[src/rtl/keccak_padder_multirate.sv]
// Keccak/SHA3 input padder with per-message rate selection.
// Packs 64-bit message words into a rate-sized block, applies multi-rate
// padding (PAD_BYTE ... 0x80) on the last word and hands the block to the
// permutation core over a valid/ack handshake.
//
//   state     | meaning
//   ----------+---------------------------------------------------------
//   ST_ACCUM  | collecting words into the block buffer
//   ST_FULL   | block presented (out_ready=1); input words are dropped
module keccak_padder_multirate #(
  parameter int         LANE_W    = 64,
  parameter int         MAX_LANES = 18,
  parameter logic [7:0] PAD_BYTE  = 8'h06
) (
  input  logic                              clk,
  input  logic                              reset,
  input  logic [1:0]                        mode,
  input  logic [LANE_W-1:0]                 in,
  input  logic                              in_ready,
  input  logic                              is_last,
  input  logic [$clog2(LANE_W/8)-1:0]       byte_num,
  output logic                              buffer_full,
  output logic [MAX_LANES*LANE_W-1:0]       out,
  output logic                              out_ready,
  output logic                              out_last,
  input  logic                              out_ack
);

  localparam int NB = LANE_W / 8;
  localparam int CW = $clog2(MAX_LANES);

  localparam logic [0:0] ST_ACCUM = 1'b0;
  localparam logic [0:0] ST_FULL  = 1'b1;

  logic [0:0]        state_q, state_d;
  logic [CW-1:0]     lane_cnt_q, lane_cnt_d;
  logic [LANE_W-1:0] lanes_q [MAX_LANES];
  logic [LANE_W-1:0] lanes_d [MAX_LANES];
  logic [1:0]        mode_q, mode_d;
  logic              in_msg_q, in_msg_d;
  logic              last_q, last_d;

  logic [CW-1:0]     rate;
  logic [CW-1:0]     rate_m1;
  logic [LANE_W-1:0] padded;

  // Rate in lanes for each SHA3 variant (224/256/384/512).
  function automatic logic [CW-1:0] rate_lanes(input logic [1:0] m);
    case (m)
      2'd0:    rate_lanes = CW'(MAX_LANES);
      2'd1:    rate_lanes = CW'(17);
      2'd2:    rate_lanes = CW'(13);
      default: rate_lanes = CW'(9);
    endcase
  endfunction

  // Last-word byte masking: keep bytes below byte_num, insert pad byte, zero the rest.
  always_comb begin
    padded = '0;
    for (int k = 0; k < NB; k++) begin
      if (k < int'(byte_num))
        padded[LANE_W-1-8*k -: 8] = in[LANE_W-1-8*k -: 8];
      else if (k == int'(byte_num))
        padded[LANE_W-1-8*k -: 8] = PAD_BYTE;
    end
  end

  // Next-state logic: accumulate, pad, hold for the consumer, clear on ack.
  always_comb begin
    state_d    = state_q;
    lane_cnt_d = lane_cnt_q;
    lanes_d    = lanes_q;
    mode_d     = mode_q;
    in_msg_d   = in_msg_q;
    last_d     = last_q;
    // The first word of a message sees the live mode before it is latched.
    rate       = in_msg_q ? rate_lanes(mode_q) : rate_lanes(mode);
    rate_m1    = rate - CW'(1);

    if (state_q == ST_ACCUM) begin
      if (in_ready) begin
        if (!in_msg_q) begin
          mode_d   = mode;
          in_msg_d = 1'b1;
        end
        for (int i = 0; i < MAX_LANES; i++)
          if (CW'(i) == lane_cnt_q)
            lanes_d[i] = is_last ? padded : in;
        if (is_last) begin
          // Lanes past the last word are already zero since the buffer is
          // cleared on every ack; only the closing 0x80 needs adding.
          for (int i = 0; i < MAX_LANES; i++)
            if (CW'(i) == rate_m1)
              lanes_d[i][7:0] = lanes_d[i][7:0] | 8'h80;
          state_d    = ST_FULL;
          last_d     = 1'b1;
          in_msg_d   = 1'b0;
          lane_cnt_d = '0;
        end else if (lane_cnt_q == rate_m1) begin
          state_d    = ST_FULL;
          last_d     = 1'b0;
          lane_cnt_d = '0;
        end else begin
          lane_cnt_d = lane_cnt_q + CW'(1);
        end
      end
    end else if (out_ack) begin
      state_d = ST_ACCUM;
      last_d  = 1'b0;
      for (int i = 0; i < MAX_LANES; i++)
        lanes_d[i] = '0;
    end
  end

  // State and block buffer registers.
  always_ff @(posedge clk or posedge reset) begin
    if (reset) begin
      state_q    <= ST_ACCUM;
      lane_cnt_q <= '0;
      lanes_q    <= '{default: '0};
      mode_q     <= 2'd0;
      in_msg_q   <= 1'b0;
      last_q     <= 1'b0;
    end else begin
      state_q    <= state_d;
      lane_cnt_q <= lane_cnt_d;
      lanes_q    <= lanes_d;
      mode_q     <= mode_d;
      in_msg_q   <= in_msg_d;
      last_q     <= last_d;
    end
  end

  // Flatten lanes onto the output bus, lane 0 in the MSBs.
  always_comb begin
    out = '0;
    for (int i = 0; i < MAX_LANES; i++)
      out[(MAX_LANES-i)*LANE_W-1 -: LANE_W] = lanes_q[i];
  end

  assign out_ready   = (state_q == ST_FULL);
  assign buffer_full = (state_q == ST_FULL);
  assign out_last    = last_q;

endmodule

[config.mk]
export PLATFORM = sky130hd
export DESIGN_NAME = keccak_padder_multirate
export DESIGN_NICKNAME = d
export VERILOG_FILES = /design/src/rtl/keccak_padder_multirate.sv
export SDC_FILE = /design/constraint.sdc
export NUM_CORES = 2
export LEC_CHECK = 0
export ABC_AREA = 1
export BUFFER_PORTS_ARGS = -buffer_cell sky130_fd_sc_hd__buf_2
export CORE_AREA = 3 3 481 483
export CTS_BUF_LIST = sky130_fd_sc_hd__clkbuf_4 sky130_fd_sc_hd__clkbuf_8
export DETAILED_ROUTE_END_ITERATION = 16
export DIE_AREA = 0 0 484 486
export GPL_ROUTABILITY_DRIVEN = 0
export HOLD_SLACK_MARGIN = 0.05
export PLACE_DENSITY = 0.4
export SYNTH_ARGS = -nofsm -noshare
export SYNTH_HDL_FRONTEND = slang
export SYNTH_SLANG_ARGS = --single-unit
[constraint.sdc]
create_clock -name clk -period 45.2 [get_ports clk]
set_input_delay 2.26 -clock clk [delete_from_list [all_inputs] [get_ports clk]]
set_output_delay 2.26 -clock clk [all_outputs]
set_load 0.1 [all_outputs]
==> reports/qor_table.md <==
| Quantity | This run |
|:---|:---|
| Compound-cell area share of the yosys netlist | 0.127 |
| Number of slew-limit violations in the final report | 106 |
| Routed wire per std cell | 29.2 microns |
| Result of the run | complete, but fails checks |
| Seq cells post-synth | 1162 |
| Highest Clock Rate | 186 MHz |
| Cell at the root of the clock tree | sky130_fd_sc_hd__clkbuf_8 |
| Fraction of final layout cells with drive strength greater than 1 | 0.321 |
| Post-synth net total | 4419 |
| Post-synthesis cell count | 4338 |
| Leftover overflow at the end of global routing | 0 |
| Share of the yosys chip area belonging to registers | 0.652 |
| Async set or reset register ratio after synthesis | 1.00 |
| Avg Vias per Cell | 4.53 |
| DIE AREA | 235000 sq um |
| Htree depth | 4 |
| Violations in the final reports | max-slew violations |
| Dpl cells | 8295 |
| Finished layout cell area | 57900 sq um |
| Area occupied by multi-input gates | 13500 sq um |
| Initial antenna violation count | 37 |
| Number of sinks driven by the clock tree | 1162 |
| ANT nets after route | 0 |
| Util after Layout | 0.255 |
| Worst skew pair latency | 0.98 ns |
| Post-Place Cell Area | 53500 sq um |
| Sum of internal, switching and leakage power | 3.83 mW |
| Capture instance of the worst register-to-register path | out[716]$_DFFE_PP0P_ |
| Worst-Margin Slew | 1.82 ns |
| Count of boundary I/O pins | 1229 |
| CTS tree | yes |
| Via count of the first global-routing pass | 38500 |
| GRT Util Overall | 0.208 |
| Post-CTS setup repair buffer count | 0 |
| Number of max-cap violations | 0 |
| Die width | 484 microns |
| First-pass GRT wire length | 341000 microns |
| Worst reg-to-reg path cell count | 10 |
| Number of core rows | 175 |
| First DRT Iteration DRCs | 3017 |
| Synthesized cell area | 44600 sq um |
| Main combinational cell family by area after synthesis | simple AND/OR/NAND/NOR gates |
| Share of cell area taken by muxes after synthesis | 0 |
| Height of the die | 486 microns |
| Critical path arrival | 6.25 ns |
| Element type at the critical path start | primary input |
| Total half-perimeter wirelength after legalization and detailed placement | 175000 microns |
| Simple-gate portion of the synthesized area | 0.167 |
| Sequential fraction of design power | 0.325 |
| Post-synthesis share of cell area spent on xor and xnor gates | 0.000589 |
| Worst relative slew slack | -0.216 |
| Slack of the critical path | 39.83 ns |
| Crit path capture type | async pin |
| Most used flip-flop cell after synthesis | sky130_fd_sc_hd__dfrtp_1 |
| Post-route fraction of the period consumed by the critical path | 0.119 |
| Placeable core area | 227000 sq um |
| Crit path required time | 46.08 ns |
| Path class of the lowest-slack min-delay path | flop to flop |
| Number of different library cells in the post-synthesis netlist | 34 |
| Mean post-synth cell area | 10.3 sq um |
| Startpoint-to-endpoint class of the critical path | primary input to async pin |
| Number of endpoints with negative hold slack in the final report | 0 |
| # setup viols final | 0 |
| Most common library cell in the layout ignoring fill and taps | sky130_fd_sc_hd__buf_2 |
| Count of filler cells inserted in the layout | 24900 |
| Top library cells by usage in the layout, fill and taps aside | sky130_fd_sc_hd__buf_2, sky130_fd_sc_hd__dfrtp_1, sky130_fd_sc_hd__nand2_1 |
| Design internal power | 1.91 mW |
| Count of nets after finishing | 5578 |
| P_sw | 1.92 mW |
| DP Worst Slack | 38.70 ns |
| Footprint of the flip-flops and latches | 29100 sq um |
| Post-synth EDFFs | 0 |
| Setup TNS after final layout | 0 ns |
| End point of the worst hold path | out[533]$_DFFE_PP0P_ |
| RSZ-0062 raised after global routing | false |
| TritonCTS buffer count | 209 |
| Internal reg-to-reg setup slack | 40.38 ns |
| Port Buffers | 1228 |
| Hold path startpoint | out[533]$_DFFE_PP0P_ |
| Worst-path clk slew | 0.06 ns |
| Worst hold slack across all endpoints | 0.477 ns |
| Starting density of the core | 0.196 |
| Power density over the cells | 66.1 nW/um^2 |
| Number of instances on the worst hold path | 2 |
| Routed Wire Length | 253000 microns |
| Drt first pass iters | 7 |
| Lkg Pwr | 30.2 nW |
| Final critical delay including setup and external delays | 5.37 ns |
| Count of warnings emitted by yosys | 0 |
| Non-filler cells in the finished layout | 8681 |
| RR Startpoint | buffer_full$_DFF_PP0_ |
| Cts-stage hold buffer count | 0 |
| Vias | 39300 |
| Post-route clock skew | 0.0774 ns |
| DRC Markers | 0 |
| Post-synthesis share of cell area spent on full adders, half adders and majority gates | 0.00196 |
| Layout-stage area growth over the synthesis result | 29.9% |
| Peak VDD IR | 0.0451 mV |
| Portion of total power attributed to the clock network | 0.280 |
| Highest net fanout along the worst path | 93 |
| Maximum count of clock buffers along a single path | 3 |
| Post-cts sizing count | 0 |
| Net Sw Frac | 0.500 |
| Largest net degree at the start of global routing | 164 |
| Part of the power in combinational logic | 0.395 |
worst max-delay path by stage:
stage               startpoint               endpoint  slack [ns]  depth (start not counted)
floorplan                reset  buffer_full$_DFF_PP0_       10.21                          1
global placement         reset   out[535]$_DFFE_PP0P_       38.73                          6
detailed placement       reset   out[532]$_DFFE_PP0P_       38.70                          6
CTS                      reset   out[569]$_DFFE_PP0P_       39.80                          6
global route             reset   out[569]$_DFFE_PP0P_       39.31                          6
finish                   reset   out[773]$_DFFE_PP0P_       39.83                          6
kinds of logic after synthesis:
logic type / count (synthesis)
AOI/OAI and AO/OA: 1033
and+or+nand+nor: 1691
xor gates and xnor gates: 3
buffers and inverters: 442
adders and majority gates: 7
DFF: 1162
Yosys cell counts (6+ instances only):
cell                       number  area, sq um
sky130_fd_sc_hd__nand2_4       16          180
sky130_fd_sc_hd__o31ai_1      183         1370
sky130_fd_sc_hd__buf_6         40          450
sky130_fd_sc_hd__buf_1         10         37.5
sky130_fd_sc_hd__nand3_1      521         2610
sky130_fd_sc_hd__buf_2        125          626
sky130_fd_sc_hd__o211ai_1       8         60.1
sky130_fd_sc_hd__clkbuf_1     149          559
sky130_fd_sc_hd__nor2_4        12          135
sky130_fd_sc_hd__nand2_2       17          106
sky130_fd_sc_hd__nor2_1        51          191
sky130_fd_sc_hd__nor2_8         7          140
sky130_fd_sc_hd__o21ai_0      674         3370
sky130_fd_sc_hd__inv_2         21         78.8
sky130_fd_sc_hd__inv_1         52          195
sky130_fd_sc_hd__a21oi_1       26          130
sky130_fd_sc_hd__nor2_2         6         37.5
sky130_fd_sc_hd__nand2_1     1047         3930
sky130_fd_sc_hd__ha_1           7         87.6
sky130_fd_sc_hd__dfrtp_1     1162        29100
sky130_fd_sc_hd__buf_4         39          293
sky130_fd_sc_hd__o21ai_1      136          681
power groups by stage:
stage	logic, mW	registers (mW)	clock network (mW)
6_report	1.51	1.24	1.07
4_1_cts	1.53	1.24	1.11
5_1_grt	1.56	1.26	1.15
2_1_floorplan	0.266	2.14	0
3_5_place_dp	1.53	1.26	0
3_3_place_gp	1.52	1.26	0
per-layer routing:
layer | vias to the layer above | track usage | wire (microns)
met1 | 20100 | 0.259 | 105000
met3 | 392 | 0.0667 | 21400
met2 | 1802 | 0.342 | 119000
li1 | 17000 | - | -
met4 | 8 | 0.0633 | 7720
met5 | - | 0 | 60
critical path, cell delays in order:
cell                    delay (ns)
sky130_fd_sc_hd__buf_2        0.13
sky130_fd_sc_hd__inv_8        0.44
sky130_fd_sc_hd__buf_4        0.76
sky130_fd_sc_hd__buf_4        0.77
sky130_fd_sc_hd__buf_4        0.63
sky130_fd_sc_hd__buf_4        0.90
flip-flops by register name, summed over array words and instances (netlist names):
name,count
out_last,1
buffer_full,1
out,1152
lane_cnt_q,5
in_msg_q,1
mode_q,2
area by class of cell:
type,instances,area share
Sequential cell,1162,0.502
Multi-Input combinational cell,2734,0.233
Timing Repair Buffer,1312,0.117
Clock buffer,328,0.0694
Tap cell,3009,0.0650
Clock inverter,37,0.00700
Inverter,78,0.00572
Antenna cell,21,0.000907
Note: power is estimated with default switching activity, not from simulation.
